$ cat config.mk
export PLATFORM = sky130hd
export DESIGN_NAME = rop3_stream_engine_flat
export DESIGN_NICKNAME = d
export VERILOG_FILES = /design/src/rtl/rop3_pkg.sv /design/src/rtl/rop3_stream_engine_if.sv /design/src/rtl/rop3_out_fifo.sv /design/src/rtl/rop3_stream_engine.sv /design/src/flat_wrapper.sv
export SDC_FILE = /design/constraint.sdc
export NUM_CORES = 1
export LEC_CHECK = 0
export CAP_MARGIN = 30
export CORE_MARGIN = 2
export CORE_UTILIZATION = 42
export CTS_BUF_LIST = sky130_fd_sc_hd__clkbuf_16
export CTS_CLUSTER_DIAMETER = 150
export CTS_CLUSTER_SIZE = 24
export DETAILED_ROUTE_END_ITERATION = 8
export PLACE_DENSITY = 0.76
export SETUP_SLACK_MARGIN = 0.02
export SYNTH_ARGS = -nofsm -noshare
export SYNTH_HDL_FRONTEND = slang
export SYNTH_SLANG_ARGS = --single-unit
$ cat constraint.sdc
create_clock -name clk_i -period 2.75 [get_ports clk_i]
set_input_delay 0.275 -clock clk_i [delete_from_list [all_inputs] [get_ports clk_i]]
set_output_delay 0.275 -clock clk_i [all_outputs]
set_load 0.1 [all_outputs]
$ cat src/rtl/rop3_pkg.sv
// Shared ROP3 codes, FSM encoding and FIFO count-width helper for the ROP3 stream engine.
package rop3_pkg;

  localparam logic [7:0] ROP_BLACKNESS = 8'h00;
  localparam logic [7:0] ROP_SRCAND    = 8'h88;
  localparam logic [7:0] ROP_SRCINVERT = 8'h66;
  localparam logic [7:0] ROP_SRCCOPY   = 8'hCC;
  localparam logic [7:0] ROP_PATCOPY   = 8'hF0;
  localparam logic [7:0] ROP_WHITENESS = 8'hFF;

  localparam logic [0:0] ST_IDLE = 1'b0;
  localparam logic [0:0] ST_OPEN = 1'b1;

  // Count must represent 0..DEPTH inclusive.
  function automatic int cnt_w(input int depth);
    return $clog2(depth) + 1;
  endfunction

endpackage

$ cat src/rtl/rop3_stream_engine_if.sv
// Beat stream bundle: P/S/D input beats in, ROP results out, each with valid/ready and packet framing.
interface rop3_stream_engine_if #(
  parameter int N     = 4,
  parameter int LANES = 2
);
  logic               in_valid;
  logic               in_ready;
  logic [LANES*N-1:0] in_p;
  logic [LANES*N-1:0] in_s;
  logic [LANES*N-1:0] in_d;
  logic               in_last;
  logic               out_valid;
  logic               out_ready;
  logic [LANES*N-1:0] out_result;
  logic               out_last;

  modport master (
    output in_valid, in_p, in_s, in_d, in_last, out_ready,
    input  in_ready, out_valid, out_result, out_last
  );

  modport slave (
    input  in_valid, in_p, in_s, in_d, in_last, out_ready,
    output in_ready, out_valid, out_result, out_last
  );
endinterface

$ cat src/rtl/rop3_out_fifo.sv
// Synchronous FIFO with occupancy count; push and pop may coincide, pop is ignored when empty.
module rop3_out_fifo #(
  parameter int WIDTH = 9,
  parameter int DEPTH = 4
) (
  input  logic                   clk_i,
  input  logic                   rst_i,
  input  logic                   push_i,
  input  logic [WIDTH-1:0]       push_dat_i,
  input  logic                   pop_i,
  output logic [WIDTH-1:0]       pop_dat_o,
  output logic [$clog2(DEPTH):0] count_o
);
  localparam int AW = $clog2(DEPTH);

  logic [WIDTH-1:0] mem_q [DEPTH];
  logic [AW-1:0]    wr_ptr_q;
  logic [AW-1:0]    rd_ptr_q;
  logic [AW:0]      count_q;
  logic             do_push;
  logic             do_pop;

  assign do_pop  = pop_i && (count_q != '0);
  assign do_push = push_i && (count_q != (AW+1)'(DEPTH));

  always_ff @(posedge clk_i) begin
    if (do_push) mem_q[wr_ptr_q] <= push_dat_i;
  end

  always_ff @(posedge clk_i) begin
    if (rst_i) begin
      wr_ptr_q <= '0;
      rd_ptr_q <= '0;
      count_q  <= '0;
    end else begin
      if (do_push) wr_ptr_q <= wr_ptr_q + 1'b1;
      if (do_pop)  rd_ptr_q <= rd_ptr_q + 1'b1;
      case ({do_push, do_pop})
        2'b10:   count_q <= count_q + 1'b1;
        2'b01:   count_q <= count_q - 1'b1;
        default: count_q <= count_q;
      endcase
    end
  end

  assign pop_dat_o = mem_q[rd_ptr_q];
  assign count_o   = count_q;

endmodule

$ cat src/rtl/rop3_stream_engine.sv
// Multi-lane ROP3 engine: capture stage, ROP stage into output FIFO (2-edge latency when empty).
// in_ready looks only at registered occupancy, so out_ready never reaches it combinationally.
module rop3_stream_engine
  import rop3_pkg::*;
#(
  parameter int         N        = 4,
  parameter int         LANES    = 2,
  parameter int         DEPTH    = 4,
  parameter logic [7:0] MODE_RST = ROP_SRCCOPY
) (
  input  logic                clk_i,
  input  logic                rst_i,
  input  logic                mode_we_i,
  input  logic [7:0]          mode_in_i,
  output logic [7:0]          active_mode_o,
  output logic                busy_o,
  rop3_stream_engine_if.slave bus
);
  localparam int W  = LANES * N;
  localparam int CW = cnt_w(DEPTH);

  logic [0:0]  state_q, state_d;
  logic        pending_q, pending_d;
  logic [7:0]  pending_mode_q, pending_mode_d;
  logic [7:0]  active_mode_q, active_mode_d;

  logic        s1_valid_q;
  logic [W-1:0] s1_p_q, s1_s_q, s1_d_q;
  logic        s1_last_q;
  logic [7:0]  s1_mode_q;

  logic [W-1:0]  rop_res;
  logic [W:0]    fifo_dat;
  logic [CW-1:0] fifo_cnt;
  logic [CW:0]   occ;
  logic          accept;
  logic          out_vld;

  assign occ          = {1'b0, fifo_cnt} + {{CW{1'b0}}, s1_valid_q};
  assign bus.in_ready = occ < (CW+1)'(DEPTH);
  assign accept       = bus.in_valid && bus.in_ready;

  always_comb begin
    state_d        = state_q;
    pending_d      = pending_q;
    pending_mode_d = pending_mode_q;
    active_mode_d  = active_mode_q;
    if (state_q == ST_IDLE) begin
      if (mode_we_i) active_mode_d = mode_in_i;
      if (accept && !bus.in_last) state_d = ST_OPEN;
    end else begin
      // Mid-packet writes are parked so every beat of a packet sees one mode.
      if (mode_we_i) begin
        pending_mode_d = mode_in_i;
        pending_d      = 1'b1;
      end
      if (accept && bus.in_last) begin
        state_d   = ST_IDLE;
        pending_d = 1'b0;
        if (mode_we_i)      active_mode_d = mode_in_i;
        else if (pending_q) active_mode_d = pending_mode_q;
      end
    end
  end

  always_ff @(posedge clk_i) begin
    if (rst_i) begin
      state_q        <= ST_IDLE;
      pending_q      <= 1'b0;
      pending_mode_q <= MODE_RST;
      active_mode_q  <= MODE_RST;
      s1_valid_q     <= 1'b0;
      s1_p_q         <= '0;
      s1_s_q         <= '0;
      s1_d_q         <= '0;
      s1_last_q      <= 1'b0;
      s1_mode_q      <= MODE_RST;
    end else begin
      state_q        <= state_d;
      pending_q      <= pending_d;
      pending_mode_q <= pending_mode_d;
      active_mode_q  <= active_mode_d;
      s1_valid_q     <= accept;
      if (accept) begin
        s1_p_q    <= bus.in_p;
        s1_s_q    <= bus.in_s;
        s1_d_q    <= bus.in_d;
        s1_last_q <= bus.in_last;
        s1_mode_q <= active_mode_q;
      end
    end
  end

  for (genvar k = 0; k < LANES; k++) begin : g_lane
    for (genvar i = 0; i < N; i++) begin : g_bit
      assign rop_res[k*N+i] = s1_mode_q[{s1_p_q[k*N+i], s1_s_q[k*N+i], s1_d_q[k*N+i]}];
    end
  end

  // Room for the stage-1 beat is reserved by in_ready, so the push never stalls.
  rop3_out_fifo #(
    .WIDTH (W + 1),
    .DEPTH (DEPTH)
  ) u_fifo (
    .clk_i      (clk_i),
    .rst_i      (rst_i),
    .push_i     (s1_valid_q),
    .push_dat_i ({s1_last_q, rop_res}),
    .pop_i      (bus.out_ready),
    .pop_dat_o  (fifo_dat),
    .count_o    (fifo_cnt)
  );

  assign out_vld                       = fifo_cnt != '0;
  assign bus.out_valid                 = out_vld;
  assign {bus.out_last, bus.out_result} = out_vld ? fifo_dat : '0;

  assign active_mode_o = active_mode_q;
  assign busy_o        = (state_q == ST_OPEN) || s1_valid_q || out_vld;

endmodule

$ cat src/flat_wrapper.sv
// flat-port wrapper written by rule: the top's interface ports become plain ports
module rop3_stream_engine_flat import rop3_pkg::*;
#(
  parameter int         N        = 4,
  parameter int         LANES    = 2,
  parameter int         DEPTH    = 4,
  parameter logic [7:0] MODE_RST = ROP_SRCCOPY
)
  (clk_i, rst_i, mode_we_i, mode_in_i, active_mode_o, busy_o, bus_in_valid, bus_in_p, bus_in_s, bus_in_d, bus_in_last, bus_out_ready, bus_in_ready, bus_out_valid, bus_out_result, bus_out_last);
  rop3_stream_engine_if #(.N(N), .LANES(LANES)) bus_i ();
  input  logic clk_i;
  input  logic rst_i;
  input  logic mode_we_i;
  input  logic [7:0] mode_in_i;
  output logic [7:0] active_mode_o;
  output logic busy_o;
  input wire logic [$bits(bus_i.in_valid)-1:0] bus_in_valid;
  input wire logic [$bits(bus_i.in_p)-1:0] bus_in_p;
  input wire logic [$bits(bus_i.in_s)-1:0] bus_in_s;
  input wire logic [$bits(bus_i.in_d)-1:0] bus_in_d;
  input wire logic [$bits(bus_i.in_last)-1:0] bus_in_last;
  input wire logic [$bits(bus_i.out_ready)-1:0] bus_out_ready;
  output wire logic [$bits(bus_i.in_ready)-1:0] bus_in_ready;
  output wire logic [$bits(bus_i.out_valid)-1:0] bus_out_valid;
  output wire logic [$bits(bus_i.out_result)-1:0] bus_out_result;
  output wire logic [$bits(bus_i.out_last)-1:0] bus_out_last;
  assign bus_i.in_valid = bus_in_valid;
  assign bus_i.in_p = bus_in_p;
  assign bus_i.in_s = bus_in_s;
  assign bus_i.in_d = bus_in_d;
  assign bus_i.in_last = bus_in_last;
  assign bus_i.out_ready = bus_out_ready;
  assign bus_in_ready = bus_i.in_ready;
  assign bus_out_valid = bus_i.out_valid;
  assign bus_out_result = bus_i.out_result;
  assign bus_out_last = bus_i.out_last;
  rop3_stream_engine #(.N(N), .LANES(LANES), .DEPTH(DEPTH), .MODE_RST(MODE_RST)) u_core (.clk_i(clk_i), .rst_i(rst_i), .mode_we_i(mode_we_i), .mode_in_i(mode_in_i), .active_mode_o(active_mode_o), .busy_o(busy_o), .bus(bus_i));
endmodule
After elaboration in Yosys (flattened, before gate mapping)
Memories as Yosys holds them, arrays and structs flattened. A register that Yosys moved wholly into a read port is not among the register bits.
Cells that the tools add are included.
{"block": "totals", "ram_bits": 36, "regBits": 59, "input_bits": 38, "elab_cells": 80, "mem_count": 1}
{"memory": "u_core.u_fifo.mem_q", "words": 4, "width": 9, "rd": 1, "rd_clocked_by_memory_dff": 1, "wr": 1, "line": "rop3_out_fifo.sv:16", "rtl": "logic [WIDTH-1:0] mem_q [DEPTH];"}
{"block": "classes", "n_eq_ne": 5, "n_reduce_logical": 15, "magnitude_cmp": 9, "mux": 32, "n_addsub": 5}
{"op": "$mux 8", "count": 5}
{"op": "$lt 3x4->1 const B", "count": 8}
{"op": "$bmux 1 s3", "count": 8}
{"op": "$mux 1", "count": 15}
{"op": "$mux 9", "count": 1}
{"op": "$pmux 3 s2", "count": 1}
{"op": "$reduce_bool 2->1", "count": 3}
{"op": "$logic_and 1x1->1", "count": 5}
{"op": "$add 2x1->2 const B", "count": 2}
{"op": "$add 3x1->4", "count": 1}
{"op": "$lt 4x3->1 const B", "count": 1}
{"op": "$mux 2", "count": 2}
{"op": "$reduce_and 2->1", "count": 2}
{"op": "$add 3x1->3 const B", "count": 1}
{"op": "$ne 3x2->1 const B", "count": 1}
{"op": "$ne 3x3->1 const B", "count": 1}
{"op": "$reduce_and 3->1", "count": 1}
{"op": "$reduce_bool 3->1", "count": 1}
{"op": "$sub 3x1->3 const B", "count": 1}
{"op": "$eq 2x1->1 const B", "count": 1}
{"op": "$eq 2x2->1 const B", "count": 1}
{"op": "$logic_or 1x1->1", "count": 2}
{"op": "$ne 2x2->1 const B", "count": 1}
{"op": "$logic_not 1->1", "count": 1}

Logic depth before layout (Yosys ltp)
{"block": "depth", "depth_word": 6, "depth_mapped": 9}

By module
A second synthesis with hierarchy kept.
{"block": "hier_totals", "cells_unflattened": 370, "area_unflattened_um2": 4352.9}
{"module": "rop3_stream_engine", "instances": 1, "cells_per_inst": 273, "area_each_um2": 2563.7}
{"module": "rop3_out_fifo", "instances": 1, "cells_per_inst": 97, "area_each_um2": 1789.2}

Least setup slack after synthesis
Ideal clock, no wire load.
{"block": "synth_path", "path_type": "reg2out", "startpoint": "reg u_core.u_fifo.count_q[2], in the netlist u_core.u_fifo.count_o[2]", "endpoint": "out bus_out_last", "path_slack_ps": 73, "arrival_time_ps": 2402, "path_stages_with_launch": 4, "path_buffers": 1, "cell_sequence": "dfxtp_1 or3_1 clkbuf_1 and2_1"}
{"block": "synth_between", "elab_chain_cells": 2}
{"element": "start, declared", "line": "rop3_out_fifo.sv:19", "rtl": "logic [AW:0] count_q;"}
{"element": "start signal, assigned", "line": "rop3_out_fifo.sv:39", "rtl": "2'b10: count_q <= count_q + 1'b1;"}
{"element": "start signal, assigned", "line": "rop3_out_fifo.sv:40", "rtl": "2'b01: count_q <= count_q - 1'b1;"}
{"element": "start signal, assigned", "line": "rop3_out_fifo.sv:41", "rtl": "default: count_q <= count_q;"}
{"element": "$reduce_bool 3->1", "line": "rop3_stream_engine.sv:114", "rtl": "assign out_vld = fifo_cnt != '0;"}
{"element": "via bus_out_valid", "line": "flat_wrapper.sv:24", "rtl": "output wire logic [$bits(bus_i.out_valid)-1:0] bus_out_valid;"}
{"element": "$mux 9", "line": "rop3_stream_engine.sv:116", "rtl": "assign {bus.out_last, bus.out_result} = out_vld ? fifo_dat : '0;"}
{"element": "end, declared", "line": "flat_wrapper.sv:26", "rtl": "output wire logic [$bits(bus_i.out_last)-1:0] bus_out_last;"}
The timed path passes the listed nets, and every way through them passes these cells.

==> impl_metrics.env <==
export IMPL_setup_viol=0
export IMPL_die_h_um=105
export IMPL_p_switching_mw=1.83
export IMPL_synthArstFlopShare=0
export IMPL_antennaDiodeCount=0
export IMPL_postCtsSetupBuffers=0
export IMPL_cts_buffer_depth=2
export IMPL_cts_tree="yes"
export IMPL_multiInputGateArea_um2=1800
export IMPL_finalMaxSlewViolations=0
export IMPL_routabilityCongestion=0.759
export IMPL_critPathKind="reg -> out"
export IMPL_fp_row_count=36
export IMPL_grt_usage=0.155
export IMPL_critPathCaptureType="primary output"
export IMPL_fin_tns_setup_ps=0
export IMPL_synth_area_per_cell_um2=11.5
export IMPL_cts_root_buf="clkbuf_16"
export IMPL_fin_crit_ps=2310
export IMPL_initial_core_util=0.434
export IMPL_clkLatencyLatePin_ps=340
export IMPL_wl_um=8150
export IMPL_rr_worst_depth=8
export IMPL_pin_count=58
export IMPL_area_growth_syn_to_layout_pct=21.6
export IMPL_ys_top_cells_by_count="77 x nand2_1, 61 x dfxtp_1, 39 x a21oi_1"
export IMPL_synth_seq_area_share=0.542
export IMPL_ctsHtreeMaxLevel=3
export IMPL_relSlewSlack=0.509
export IMPL_synthTopCellsByArea="dfxtp_1 29%, edfxtp_1 25%, mux4_2 13%, nand2_1 6.8%, a21oi_1 4.6%"
export IMPL_core_area_um2=9770
export IMPL_grt_pass1_wl_um=13400
export IMPL_finalCritPeriodShare=0.840
export IMPL_via_per_inst=5.03
export IMPL_pwr_share_seq=0.376
export IMPL_grt_antenna_before_repair=0
export IMPL_synth_edff_count=36
export IMPL_instances_no_fill=556
export IMPL_crit_arrival_ps=2040
export IMPL_postCtsResizedCells=0
export IMPL_power_density_nw_per_um2=933
export IMPL_drc=0
export IMPL_ir_drop_mv=0.522
export IMPL_startpoint_type="flop"
export IMPL_power_mw=4.81
export IMPL_syn_nets=412
export IMPL_io_buffers=57
export IMPL_tightestPinTransition_ps=736
export IMPL_layout_drive_gt1_share=0.196
export IMPL_grt_pass1_vias=2689
export IMPL_seqCellArea_um2=2300
export IMPL_wire_per_inst_um=14.7
export IMPL_ys_ff_latch=97
export IMPL_synth_distinct_cells=32
export IMPL_synth_most_common_cell="nand2_1"
export IMPL_die_width_um=105
export IMPL_rsz0062_at_grt="no"
export IMPL_cts_sinks=97
export IMPL_yosys_warnings=0
export IMPL_p_comb_frac=0.349
export IMPL_status="completed"
export IMPL_min_delay_path_class="reg -> reg"
export IMPL_clockPowerShare=0.275
export IMPL_synth_top_cell_by_area="dfxtp_1"
export IMPL_drtPass1Iterations=4
export IMPL_cts_made_buffers=9
export IMPL_ctsHoldBuffers=0
export IMPL_vias=2795
export IMPL_dp_hpwl_um=5700
export IMPL_hold_depth=2
export IMPL_max_cap_violations=0
export IMPL_max_freq_ghz=0.433
export IMPL_fin_nets=462
export IMPL_grt_max_degree=45
export IMPL_p_int_mw=2.98
export IMPL_clk_pin_slew_worst_paths_ps=60
export IMPL_die_area_um2=10900
export IMPL_skew_ps=7.57
export IMPL_cp_required_ps=2480
export IMPL_p_leak_nw=1.88
export IMPL_yosysTopAreaCellShare=0.288
export IMPL_synth_area_um2=4250
export IMPL_drtIter0Drc=192
export IMPL_dp_cells=540
export IMPL_fillers=838
export IMPL_antenna_left=0
export IMPL_critPathMaxFanout=9
export IMPL_synth_ff_type="dfxtp_1"
export IMPL_synthCells=368
export IMPL_sw_frac_of_total=0.381
export IMPL_finalHoldViolCount=0
export IMPL_overflow=0
==> kinds of logic after synthesis <==
group,synth area share
buffers and inverters,0.0333
xor gates and xnor gates,0.0103
adders and majority gates,0.0194
DFF,0.542
muxes,0.176
AOI/OAI and AO/OA,0.0710
and+or+nand+nor,0.148
==> per-stage QoR <==
step            util  instance area (µm²)  setup slack, ps  hold slack, ps
2_1_floorplan      -                 4250             72.5             384
3_3_place_gp   0.496                 4840              562             441
3_5_place_dp   0.496                 4840              523             450
4_1_cts        0.528                 5160              378             459
5_1_grt        0.528                 5160              284             487
6_report       0.528                 5160              440             457
==> sequential cells by signal, summed over array words and instances, names as in the netlist, named ones only <==
signal and count:
u_core.s1_valid_q 1, u_core.pending_q 1, u_core.s1_d_q 8, u_core.active_mode_o 8
u_core.pending_mode_q 8, u_core.s1_s_q 8, u_core.s1_p_q 8, u_core.u_fifo.rd_ptr_q 2
u_core.u_fifo.mem_q 36, u_core.s1_last_q 1, u_core.s1_mode_q 8, u_core.u_fifo.count_o 3
u_core.u_fifo.wr_ptr_q 2
==> routing by layer <==
metal / share of wire / vias to the layer above / global-route usage
li1: - / 1402 / -
met1: 0.48 / 1314 / 0.214
met2: 0.47 / 74 / 0.237
met3: 0.042 / 5 / 0.0374
met4: 0.0075 / 0 / 0.0589
met5: 0 / - / 0
==> power by group through the flow <==
stage / logic [mW] / clock network [mW] / registers, mW
finish: 1.68 / 1.32 / 1.81
global route: 1.78 / 1.41 / 1.84
CTS: 1.70 / 1.34 / 1.81
detailed placement: 1.69 / 0 / 1.84
global placement: 1.66 / 0 / 1.83
floorplan: 1.33 / 0 / 1.84
==> layout make-up <==
cell class,count,area share
repair buffers,61,0.106
well taps,133,0.0322
inverters,7,0.00509
clock inverters,7,0.0182
clock buffers,9,0.0436
flip-flops and latches,97,0.446
multi-input cells,242,0.349
==> final timing paths <==
check / slack (ps) / from / endpoint
worst min-delay path: 460 / u_core.pending_mode_q[5]$_SDFFE_PP0P_ / u_core.pending_mode_q[5]$_SDFFE_PP0P_
worst min register to register: 460 / u_core.pending_mode_q[5]$_SDFFE_PP0P_ / u_core.pending_mode_q[5]$_SDFFE_PP0P_
worst max register to register: 630 / u_core.u_fifo.count_o[2]$_SDFFE_PP0P_ / u_core.u_fifo.count_o[2]$_SDFFE_PP0P_
worst max-delay path: 440 / flop / bus_out_result[4]
==> worst max-delay path: stages, from the launching register on <==
cell     delay [ps]
dfxtp_1         710
mux4_2          600
and2_1          170
buf_4           220
==> cells in the final DEF, fill, tap and decap left out, drive strengths merged, types with 8 or more instances in the layout <==
master         synthesis  layout
nor3                  12      12
a21oi                 41      41
nand2                 77      77
edfxtp                36      36
buf                   12      25
mux2                  12      12
nor2                  22      22
dfxtp                 61      61
clkdlybuf4s50          0      36
and2                  16      16
mux4                  25      25
inv                    7       8
clkbuf                10       9
Note: power is estimated with default switching activity, not from simulation.
